[src/rtl/wb_master_bridge.sv]
// Wishbone classic single-access master: each accepted command becomes one bus cycle,
// and its read data (or a timeout error) comes back on a valid/ready response stream.
module wb_master_bridge #(
  parameter int TIMEOUT = 255,
  parameter int TW      = $clog2(TIMEOUT + 1)
) (
  input  logic        wb_clk_i,
  input  logic        wb_rst_i,
  input  logic        cmd_valid_i,
  output logic        cmd_ready_o,
  input  logic        cmd_we_i,
  input  logic [3:0]  cmd_sel_i,
  input  logic [31:0] cmd_adr_i,
  input  logic [31:0] cmd_dat_i,
  output logic        rsp_valid_o,
  input  logic        rsp_ready_i,
  output logic [31:0] rsp_dat_o,
  output logic        rsp_err_o,
  output logic        wbm_cyc_o,
  output logic        wbm_stb_o,
  output logic        wbm_we_o,
  output logic [3:0]  wbm_sel_o,
  output logic [31:0] wbm_adr_o,
  output logic [31:0] wbm_dat_o,
  input  logic        wbm_ack_i,
  input  logic [31:0] wbm_dat_i
);
  typedef enum logic [1:0] {IDLE = 2'd0, BUS = 2'd1, RESP = 2'd2} state_t;

  state_t        state, state_nxt;
  logic [TW-1:0] wait_cnt, wait_cnt_nxt;
  logic          accept, acked, expired;

  logic          cmd_ready_nxt, rsp_valid_nxt, rsp_err_nxt, cyc_nxt, we_nxt;
  logic [3:0]    sel_nxt;
  logic [31:0]   adr_nxt, dat_nxt, rsp_dat_nxt;

  assign accept  = (state == IDLE) && cmd_valid_i && cmd_ready_o;
  assign acked   = (state == BUS) && wbm_ack_i;
  // Counter holds the number of ack-less cycles already spent, so cyc stays up TIMEOUT cycles.
  assign expired = (state == BUS) && (wait_cnt == TW'(TIMEOUT - 1));

  always_ff @(posedge wb_clk_i) begin
    if (wb_rst_i) begin
      state       <= IDLE;
      wait_cnt    <= '0;
      cmd_ready_o <= 1'b1;
      rsp_valid_o <= 1'b0;
      rsp_dat_o   <= '0;
      rsp_err_o   <= 1'b0;
      wbm_cyc_o   <= 1'b0;
      wbm_stb_o   <= 1'b0;
      wbm_we_o    <= 1'b0;
      wbm_sel_o   <= '0;
      wbm_adr_o   <= '0;
      wbm_dat_o   <= '0;
    end else begin
      state       <= state_nxt;
      wait_cnt    <= wait_cnt_nxt;
      cmd_ready_o <= cmd_ready_nxt;
      rsp_valid_o <= rsp_valid_nxt;
      rsp_dat_o   <= rsp_dat_nxt;
      rsp_err_o   <= rsp_err_nxt;
      wbm_cyc_o   <= cyc_nxt;
      wbm_stb_o   <= cyc_nxt;
      wbm_we_o    <= we_nxt;
      wbm_sel_o   <= sel_nxt;
      wbm_adr_o   <= adr_nxt;
      wbm_dat_o   <= dat_nxt;
    end
  end

  always_comb begin
    state_nxt = state;
    case (state)
      IDLE:    if (accept) state_nxt = BUS;
      BUS:     if (acked || expired) state_nxt = RESP;
      RESP:    if (rsp_ready_i) state_nxt = IDLE;
      default: state_nxt = IDLE;
    endcase
  end

  // Outputs are registered, so their next values follow the next state.
  always_comb begin
    cmd_ready_nxt = (state_nxt == IDLE);
    cyc_nxt       = (state_nxt == BUS);
    rsp_valid_nxt = (state_nxt == RESP);
    we_nxt        = wbm_we_o;
    sel_nxt       = wbm_sel_o;
    adr_nxt       = wbm_adr_o;
    dat_nxt       = wbm_dat_o;
    rsp_dat_nxt   = rsp_dat_o;
    rsp_err_nxt   = rsp_err_o;
    wait_cnt_nxt  = wait_cnt;
    if (accept) begin
      we_nxt       = cmd_we_i;
      sel_nxt      = cmd_sel_i;
      adr_nxt      = cmd_adr_i;
      dat_nxt      = cmd_dat_i;
      wait_cnt_nxt = '0;
    end
    if (acked) begin
      rsp_dat_nxt = wbm_we_o ? '0 : wbm_dat_i;
      rsp_err_nxt = 1'b0;
    end else if (expired) begin
      rsp_dat_nxt = '0;
      rsp_err_nxt = 1'b1;
    end else if (state == BUS) begin
      wait_cnt_nxt = wait_cnt + TW'(1);
    end
  end
endmodule

[config.mk]
export PLATFORM = sky130hd
export DESIGN_NAME = wb_master_bridge
export DESIGN_NICKNAME = d
export VERILOG_FILES = /design/src/rtl/wb_master_bridge.sv
export SDC_FILE = /design/constraint.sdc
export NUM_CORES = 1
export LEC_CHECK = 0
export BUFFER_PORTS_ARGS = -buffer_cell sky130_fd_sc_hd__buf_2
export CORE_MARGIN = 2
export CORE_UTILIZATION = 40
export CTS_CLUSTER_DIAMETER = 150
export DETAILED_ROUTE_END_ITERATION = 7
export PLACE_DENSITY_LB_ADDON = 0.08
export SYNTH_ARGS = -nofsm -noshare
export SYNTH_HDL_FRONTEND = slang
export SYNTH_SLANG_ARGS = --single-unit
[constraint.sdc]
create_clock -name wb_clk_i -period 1.6 [get_ports wb_clk_i]
set_input_delay 0.24 -clock wb_clk_i [delete_from_list [all_inputs] [get_ports wb_clk_i]]
set_output_delay 0.24 -clock wb_clk_i [all_outputs]
set_load 0.05 [all_outputs]
### Word-level counts from Yosys, hierarchy flattened

Cells that the tools add are included.

* $add $sub $neg: 1
* $mul: 0
* div/mod/pow operators: 0
* $lt $le $gt $ge: 0
* equality and inequality tests: 5
* shift operators: 0
* mux-type cells: 11
* bitwise logic cells: 0
* reduce and logical (&&, ||, !) cells: 9

Operator list (number)
* 32-bit two-way mux: 3
* 8-bit two-way mux: 4
* 8-bit by 1-bit adder with 8-bit output, second input constant: 1
* 8-bit == test, second input constant: 1
* 2-bit two-way mux: 3
* 2-bit one-hot mux with 3 select lines: 1
* 2-bit by 1-bit == test with 1-bit output, second input constant: 2
* 2-bit == test, second input constant: 2
* 1-bit logical AND: 4
* 2-bit logical NOT: 2
* 2-bit nonzero test: 1
* 2-bit OR reduction: 1
* 1-bit logical OR: 1

* flip-flop bits (word level): 115
* latch bits: 0
* RAM bits: 0
* bits in read-only memories: 0
* input bits: 106
* output and inout port bits: 106
* memories kept: 0

### Depth between registers and ports, before layout

Gate-level depths: netlist of run 1.

* word-level depth: 7
* mapped depth: 7

### Least setup slack after synthesis of run 1

Ideal clock, no wire load.

* path kind: register to register
* start: reg wait_cnt[0]
* end: reg rsp_dat_o[12]
* library setup time: 0.060 ns
* arrival: 1.714 ns
* data required time: 1.540 ns
* path slack: -0.174 ns
* stages on the path, launching flop included: 8
* buffers on the path: 1
* clock period less this slack: 1.774 ns
* cells stage by stage: dfxtp_1 -> inv_1 -> ha_1 -> and4_1 -> a21o_1 -> a21oi_1 -> clkbuf_1 -> a22o_1

* cells in the longest elaborated chain, start to end: 3

RTL lines
* from (decl): line 31 `logic [TW-1:0] wait_cnt, wait_cnt_nxt;`
* from (signal assigned): line 59 `wait_cnt <= wait_cnt_nxt;`
* 8-bit == test: line 41 `assign expired = (state == BUS) && (wait_cnt == TW'(TIMEOUT - 1));`
* 1-bit logical AND: line 41
* 2-bit nonzero test (no line)
* to (signal assigned): line 62 `rsp_dat_o <= rsp_dat_nxt;`
* to (decl): line 17 `output logic [31:0] rsp_dat_o,`

Every way passes these cells.
A chain may end at the register's enable or synchronous reset.

### Worst setup path in the final report of run 1

* start: reg wait_cnt[0]
* end: reg rsp_dat_o[10]

The elaborated chain is that of the path after synthesis.

==> reports/qor.csv, run 1 <==
metric,value,unit
status,"complete, no violations",
worst path required time,2040,ps
number of buffer and inverter instances along the worst setup path,2,
Top Family by Delay on Critical Path,compound AO/OA/AOI/OAI gates,
row count,36,
final critical-path share of the clock period,98.4,%
initial antenna violation count,0,
Clock Tree Root,clkbuf_8,
GR Overflow Total,0,
Layout Area Growth over Synthesis,75.5,%
LEAKAGE,3.28,nW
dominant synthesized flop cell,dfxtp_1,
combined area of the multi-input logic cells,0.00159,mm²
biggest cell delay along the critical path,330,ps
number of hold violations in the final report,0,
overall via count from detail_route,4503,
biggest fanout along the worst timing path,8,
Hold Crit Depth,3,
vertical die dimension,104,µm
max-slew violation count,0,
Power Dens Cells,1220,mW/mm²
DR WL/cell,14.5,µm
routability cong.,0.783,
total standard cell area after synthesis,0.00400,mm²
mean instance size in the synthesized netlist,8.78,µm²
post-CTS clock slew at the launch and capture registers of the worst setup and hold paths,50,ps
number of global-route vias before repair,4475,
cell count of the worst reg-to-reg path,7,
placeable core region,0.00973,mm²
"Async S/R FF share, synth",0,%
global router's overall resource usage,23.6,%
TritonRoute pass-1 iters,6,
critical-path cell list,inv_2 -> ha_4 -> and4_4 -> a21o_1 -> a21oi_4 -> clkbuf_16 -> a22o_1,
Final Cell Area,0.00702,mm²
number of synthesized flops with an enable pin,0,
number of distinct standard cells referenced by the synthesized netlist,33,
Max transition margin,67.6,%
max-cap viol count,0,
maximum vdd drop,0.000730,V
Fmax,635,MHz
pin count of the biggest net entering global routing,46,
classification of the worst setup path,flip-flop to flip-flop,
class of the most critical hold timing path,primary input to flip-flop,
portion of the post-synthesis area used by sequential elements,57.5,%
drt total wl,13.4,mm
depth of the critical timing path with buffers and inverters included,7,
number of DRC violations after detailed routing,0,
clk_lat worst skew,500,ps
Initial Utilization,41.1,%
final critical path time including I/O delays and setup,1570,ps
worst hold slack,107,ps
global-route wire length before repair,20.9,mm
area taken by flip-flops and latches,0.00231,mm²
top post-synthesis cells by area,"dfxtp_1, nand2_1, a21oi_1",
number of nets with antenna violations after detailed routing,0,
area share of and/or/nand/nor cells after synthesis,17.9,%
"synthesized-area fraction occupied by ao, oa, aoi and oai cells",19.7,%
#FFs+latches synth,115,
main combinational cell family by area after synthesis,compound AO/OA/AOI/OAI gates,
number of buffers on the longest clock path,2,
Inserted Clock Buffers,17,
total of endpoints with negative setup slack in the final report,0,
area share of fa/ha/maj cells after synthesis,0.625,%
post-detailed-placement cell area,0.00531,mm²
fraction of final layout cells sized beyond drive strength 1,35.3,%
filler cell count,725,
diodes inserted,0,
highest-delay cell along the critical path,dfxtp_2,
Yosys Warn Count,0,
Final nets,886,
net count of the mapped netlist,564,
endpoint type of the worst setup path,flip-flop,
category of the worst setup path launch point,flip-flop,
horizontal extent of the die,104,µm
half-perimeter wire length after detailed placement,7.69,mm
clock skew,7.29,ps
mux cell area share after synthesis,0.250,%
xor and xnor fraction of the mapped netlist area,0.219,%
# clock sinks,115,
count of input and output buffers,211,
post-synthesis instance total,456,
transition time at the pin with the least slew margin,485,ps
CTS H-Tree Depth,4,
drt first-iter violations,174,
Yosys top cell area share,57.5,%
TritonCTS clock tree,yes,
CP Data Arrival Time,2010,ps
Ports,212,
unrepaired setup endpoints after global routing,yes,
Vias per Instance,4.87,
leading area contributor after synthesis,dfxtp_1,
Total Die Area,0.0108,mm²
what timing repair did:
item                                   in CTS  in global routing
hold buffers                              101                  0
gates resized for setup                     0                  9
buffers inserted                            0                  2
setup endpoints to repair                   0                 34
endpoints found under the hold margin     101                  0
synthesized netlist by cell type, drive strengths merged (3+ instances only):
master,number
nand2,145
dfxtp,115
a21oi,78
a22o,32
clkbuf,25
nand3,10
buf,9
nor2,6
a211oi,4
a31oi,3
and3,3
sequential cells by signal (all words and copies together), names as in the netlist:
name,flops
rsp_err_o,1
wbm_stb_o,1
wait_cnt,8
wbm_we_o,1
wbm_adr_o,32
wbm_dat_o,32
rsp_valid_o,1
cmd_ready_o,1
state,2
rsp_dat_o,32
wbm_sel_o,4
metrics by stage:
step	worst slack (ps)	utilization (%)	setup TNS, ps	power (mW)	std cells
after detailed placement	37.3	54.6	0	4.75	785
after floorplan	33.7	-	0	4.26	456
after global routing	-28.6	72.2	-498	8.87	924
final	25.0	72.2	0	8.55	924
after global placement	82.7	54.6	0	4.73	785
after CTS	19.6	70.8	0	8.52	918
path summary, 6_finish.rpt:
kind              slack, ps                          to                       from
setup / recovery         30  rsp_dat_o[10]$_SDFFE_PP0P_     wait_cnt[0]$_SDFF_PP0_
setup reg to reg         30  rsp_dat_o[10]$_SDFFE_PP0P_     wait_cnt[0]$_SDFF_PP0_
hold / removal          110      rsp_err_o$_SDFFE_PP0P_                  wbm_ack_i
hold reg to reg         450   wbm_sel_o[2]$_SDFFE_PP0P_  wbm_sel_o[2]$_SDFFE_PP0P_
cell usage in the layout, fill, tap and decap left out, types with 3 or more instances in the layout:
master	count
buf_4	15
nor2_1	6
dfxtp_2	5
clkbuf_8	4
a31oi_1	3
buf_2	211
dlygate4sd3_1	101
a21oi_1	77
clkinv_2	6
nand2_1	145
nand3_1	9
a211oi_1	4
dfxtp_1	110
clkbuf_16	19
a22o_1	32
buf_12	6
worst register-to-register path: stages, from the launching register on:
cell	delay, ps
dfxtp_2	330
inv_2	50
ha_4	160
and4_4	150
a21o_1	200
a21oi_4	280
clkbuf_16	220
a22o_1	140
area by class of cell:
type / count / share of cell area, %
Timing Repair Buffer: 337 / 34.0
Multi-Input combinational cell: 306 / 22.6
Tap cell: 133 / 2.37
Sequential cell: 115 / 32.9
Clock buffer: 22 / 6.59
Inverter: 1 / 0.0534
Clock inverter: 10 / 1.51
power by group:
group	internal (mW)	switching, mW
sequential	3.06	0.0977
combinational	0.637	1.18
clock	2.32	1.25
metal layers:
metal / track usage (%) / part of all wire, % / vias up
met4: 12.0 / 3.2 / 0
met1: 26.7 / 41 / 2077
met3: 6.52 / 5.8 / 37
li1: - / - / 2205
met2: 40.9 / 50 / 184
met5: 0 / 0 / -
cell families (layout without fill, tap and decap cells):
family,count (synthesis),count (layout)
AND/OR/NAND/NOR,176,176
AO/OA/AOI/OAI,126,126
flip-flops,115,115
buffers and inverters,35,370
adder cells (fa/ha/maj),2,2
XOR/XNOR,1,1
multiplexers,1,1
No activity file was read; power rests on OpenSTA's default activity.
==> run 2, diff against run 1 <==
--- a/config.mk
+++ b/config.mk
@@ -7,10 +7,12 @@
 export LEC_CHECK = 0
 export BUFFER_PORTS_ARGS = -buffer_cell sky130_fd_sc_hd__buf_2
 export CORE_MARGIN = 2
-export CORE_UTILIZATION = 40
+export CORE_UTILIZATION = 42
+export CTS_BUF_LIST = sky130_fd_sc_hd__clkbuf_4 sky130_fd_sc_hd__clkbuf_8
 export CTS_CLUSTER_DIAMETER = 150
 export DETAILED_ROUTE_END_ITERATION = 7
-export PLACE_DENSITY_LB_ADDON = 0.08
+export GPL_TIMING_DRIVEN = 0
+export PLACE_DENSITY = 0.75
 export SYNTH_ARGS = -nofsm -noshare
 export SYNTH_HDL_FRONTEND = slang
 export SYNTH_SLANG_ARGS = --single-unit
==> run 2 against run 1 <==
Cell area down 17%. Largest power group is now sequential cells. Clock-buffer cell count down 3. Critical endpoint is now rsp_dat_o[15]$_SDFFE_PP0P_. Largest cell class is now flip-flops and latches. Sequential share of layout area up 6.9 points. The run now ends with negative setup slack left.
==> reports/qor.csv, run 2 (synthesized netlist as in run 1, its figures left out) <==
metric,value,unit
status,finished with violations,
failing checks,negative setup slack,
TritonCTS clock tree,yes,
CTS H-Tree Depth,4,
endpoint type of the worst setup path,flip-flop,
classification of the worst setup path,flip-flop to flip-flop,
routability cong.,0.814,
count of input and output buffers,211,
# clock sinks,115,
max-slew violation count,0,
Total Die Area,0.0103,mm²
Clock power frac,34.2,%
transition time at the pin with the least slew margin,586,ps
combined area of the multi-input logic cells,0.00163,mm²
post-CTS clock slew at the launch and capture registers of the worst setup and hold paths,70,ps
worst reg2reg path endpoint,rsp_dat_o[15]$_SDFFE_PP0P_,
Power Dens Cells,1230,mW/mm²
class of the most critical hold timing path,primary input to flip-flop,
cell count of the worst reg-to-reg path,8,
clk_lat worst skew,420,ps
final critical path time including I/O delays and setup,1620,ps
number of nets with antenna violations after detailed routing,0,
startpoint of the most critical register-to-register path,wait_cnt[0]$_SDFF_PP0_,
number of hold violations in the final report,0,
DP Worst Slack,-258,ps
number of buffers on the longest clock path,2,
row count,35,
unrepaired setup endpoints after global routing,yes,
Final nets,805,
critical path capture point,rsp_dat_o[15]$_SDFFE_PP0P_,
part of the power in registers,44.0,%
category of the worst setup path launch point,flip-flop,
filler cell count,818,
area taken by flip-flops and latches,0.00232,mm²
Inserted Clock Buffers,17,
global router's overall resource usage,22.1,%
global-route wire length before repair,18.0,mm
Internal,4.75,mW
number of cells after detailed placement,796,
Initial Utilization,43.3,%
worst path required time,1900,ps
drt total wl,11.8,mm
number of DRC violations after detailed routing,0,
Max transition margin,60.9,%
"setup slack, reg-to-reg",-20,ps
pin count of the biggest net entering global routing,17,
Vias per Instance,4.88,
drt first-iter violations,90,
Layout Area Growth over Synthesis,45.9,%
Design Power,7.16,mW
total of endpoints with negative setup slack in the final report,3,
"Worst Setup Slack, final",-18.6,ps
post-detailed-placement cell area,0.00523,mm²
final cell count without fillers,839,
share of total power consumed by net switching,33.7,%
maximum vdd drop,0.000589,V
Final Cell Area,0.00584,mm²
relative contribution of combinational cells to total power,21.8,%
Fmax,618,MHz
Top Registers,"rsp_dat_o (32), wbm_adr_o (32), wbm_dat_o (32)",
overall via count from detail_route,4094,
GR Overflow Total,0,
half-perimeter wire length after detailed placement,8.49,mm
diodes inserted,0,
LEAKAGE,2.78,nW
"most common cell after layout, fill and taps aside",buf_2,
total negative slack,-25.4,ps
Ports,212,
vertical die dimension,102,µm
final critical-path share of the clock period,101,%
Switching Power,2.42,mW
Clock Tree Root,clkbuf_8,
TritonRoute pass-1 iters,4,
initial antenna violation count,0,
clock skew,11.0,ps
start point of the critical path,wait_cnt[0]$_SDFF_PP0_,
biggest fanout along the worst timing path,5,
placeable core region,0.00924,mm²
CP Data Arrival Time,1920,ps
number of global-route vias before repair,3932,
horizontal extent of the die,102,µm
fraction of final layout cells sized beyond drive strength 1,41.1,%
DR WL/cell,14.1,µm
"commonest cells after routing, fill and taps aside","buf_2, nand2_1, dfxtp_1",
max-cap viol count,0,
run 2: changes by cell type in the layout (fill, tap and decap cells not counted), moves of 6 or more:
cell / previous run / this run
clkbuf_2: 0 / 7
clkbuf_1: 2 / 15
buf_12: 6 / 0
clkbuf_8: 4 / 18
dlygate4sd3_1: 101 / 1
clkbuf_16: 19 / 1
run 2: worst min path at each step:
stage	startpoint	endpoint	slack, ps	cells past startpoint
CTS	wbm_dat_i[23]	rsp_dat_o[23]$_SDFFE_PP0P_	10	2
floorplan	wbm_ack_i	rsp_err_o$_SDFFE_PP0P_	340	1
global placement	wbm_adr_o[17]$_SDFFE_PP0P_	wbm_adr_o[17]$_SDFFE_PP0P_	440	2
detailed placement	wbm_adr_o[29]$_SDFFE_PP0P_	wbm_adr_o[29]$_SDFFE_PP0P_	440	2
finish	wbm_dat_i[16]	rsp_dat_o[16]$_SDFFE_PP0P_	40	2
global route	wbm_dat_i[26]	rsp_dat_o[26]$_SDFFE_PP0P_	3	2
run 2: metrics by stage:
step           utilization (%)  hold WS (ps)
6_report                  63.2          37.9
5_1_grt                   63.2          2.76
4_1_cts                   61.8          10.7
3_5_place_dp              56.6           443
3_3_place_gp              56.6           440
2_1_floorplan                -           337
run 2: worst max-delay path, stage by stage, from the launching register on:
cell,delay (ps)
dfxtp_4,350
inv_4,60
ha_4,130
and4_4,220
a21o_1,180
a21oi_4,90
buf_6,140
clkbuf_16,140
a22o_1,210
run 2: what timing repair did:
| item | CTS | global route |
|---|---|---|
| hold endpoints to repair | 0 | 1 |
| setup endpoints to repair | 108 | 63 |
| setup buffers | 7 | 6 |
| gates cloned | 0 | 1 |
| resized for setup | 21 | 31 |
| hold buffers | 0 | 1 |
| pin swaps | 5 | 16 |
run 2: final cells by class:
type / count / area share [%]
plain buffers: 30 / 2.83
clock buffers: 19 / 4.26
clock inverters: 13 / 1.91
inverters: 1 / 0.107
multi-input cells: 306 / 27.9
flip-flops and latches: 115 / 39.7
well taps: 129 / 2.76
repair buffers: 226 / 20.5
run 2: routing by layer:
metal  GRT usage (%)  up-vias  part of all wire (%)  wire (µm)
li1                -     2044                     -          -
met1            24.5     1842                    40       4750
met2            37.9      200                    49       5790
met3            9.87        8                    10       1180
met4            6.76        0                  0.72         85
met5               0        -                     0          0
run 2: power groups by stage:
stage	clock, mW	combinational (mW)	sequential (mW)
finish	2.45	1.56	3.15
detailed placement	0	1.50	3.21
global route	2.65	1.68	3.17
global placement	0	1.47	3.20
floorplan	0	0.429	3.83
CTS	2.50	1.54	3.15
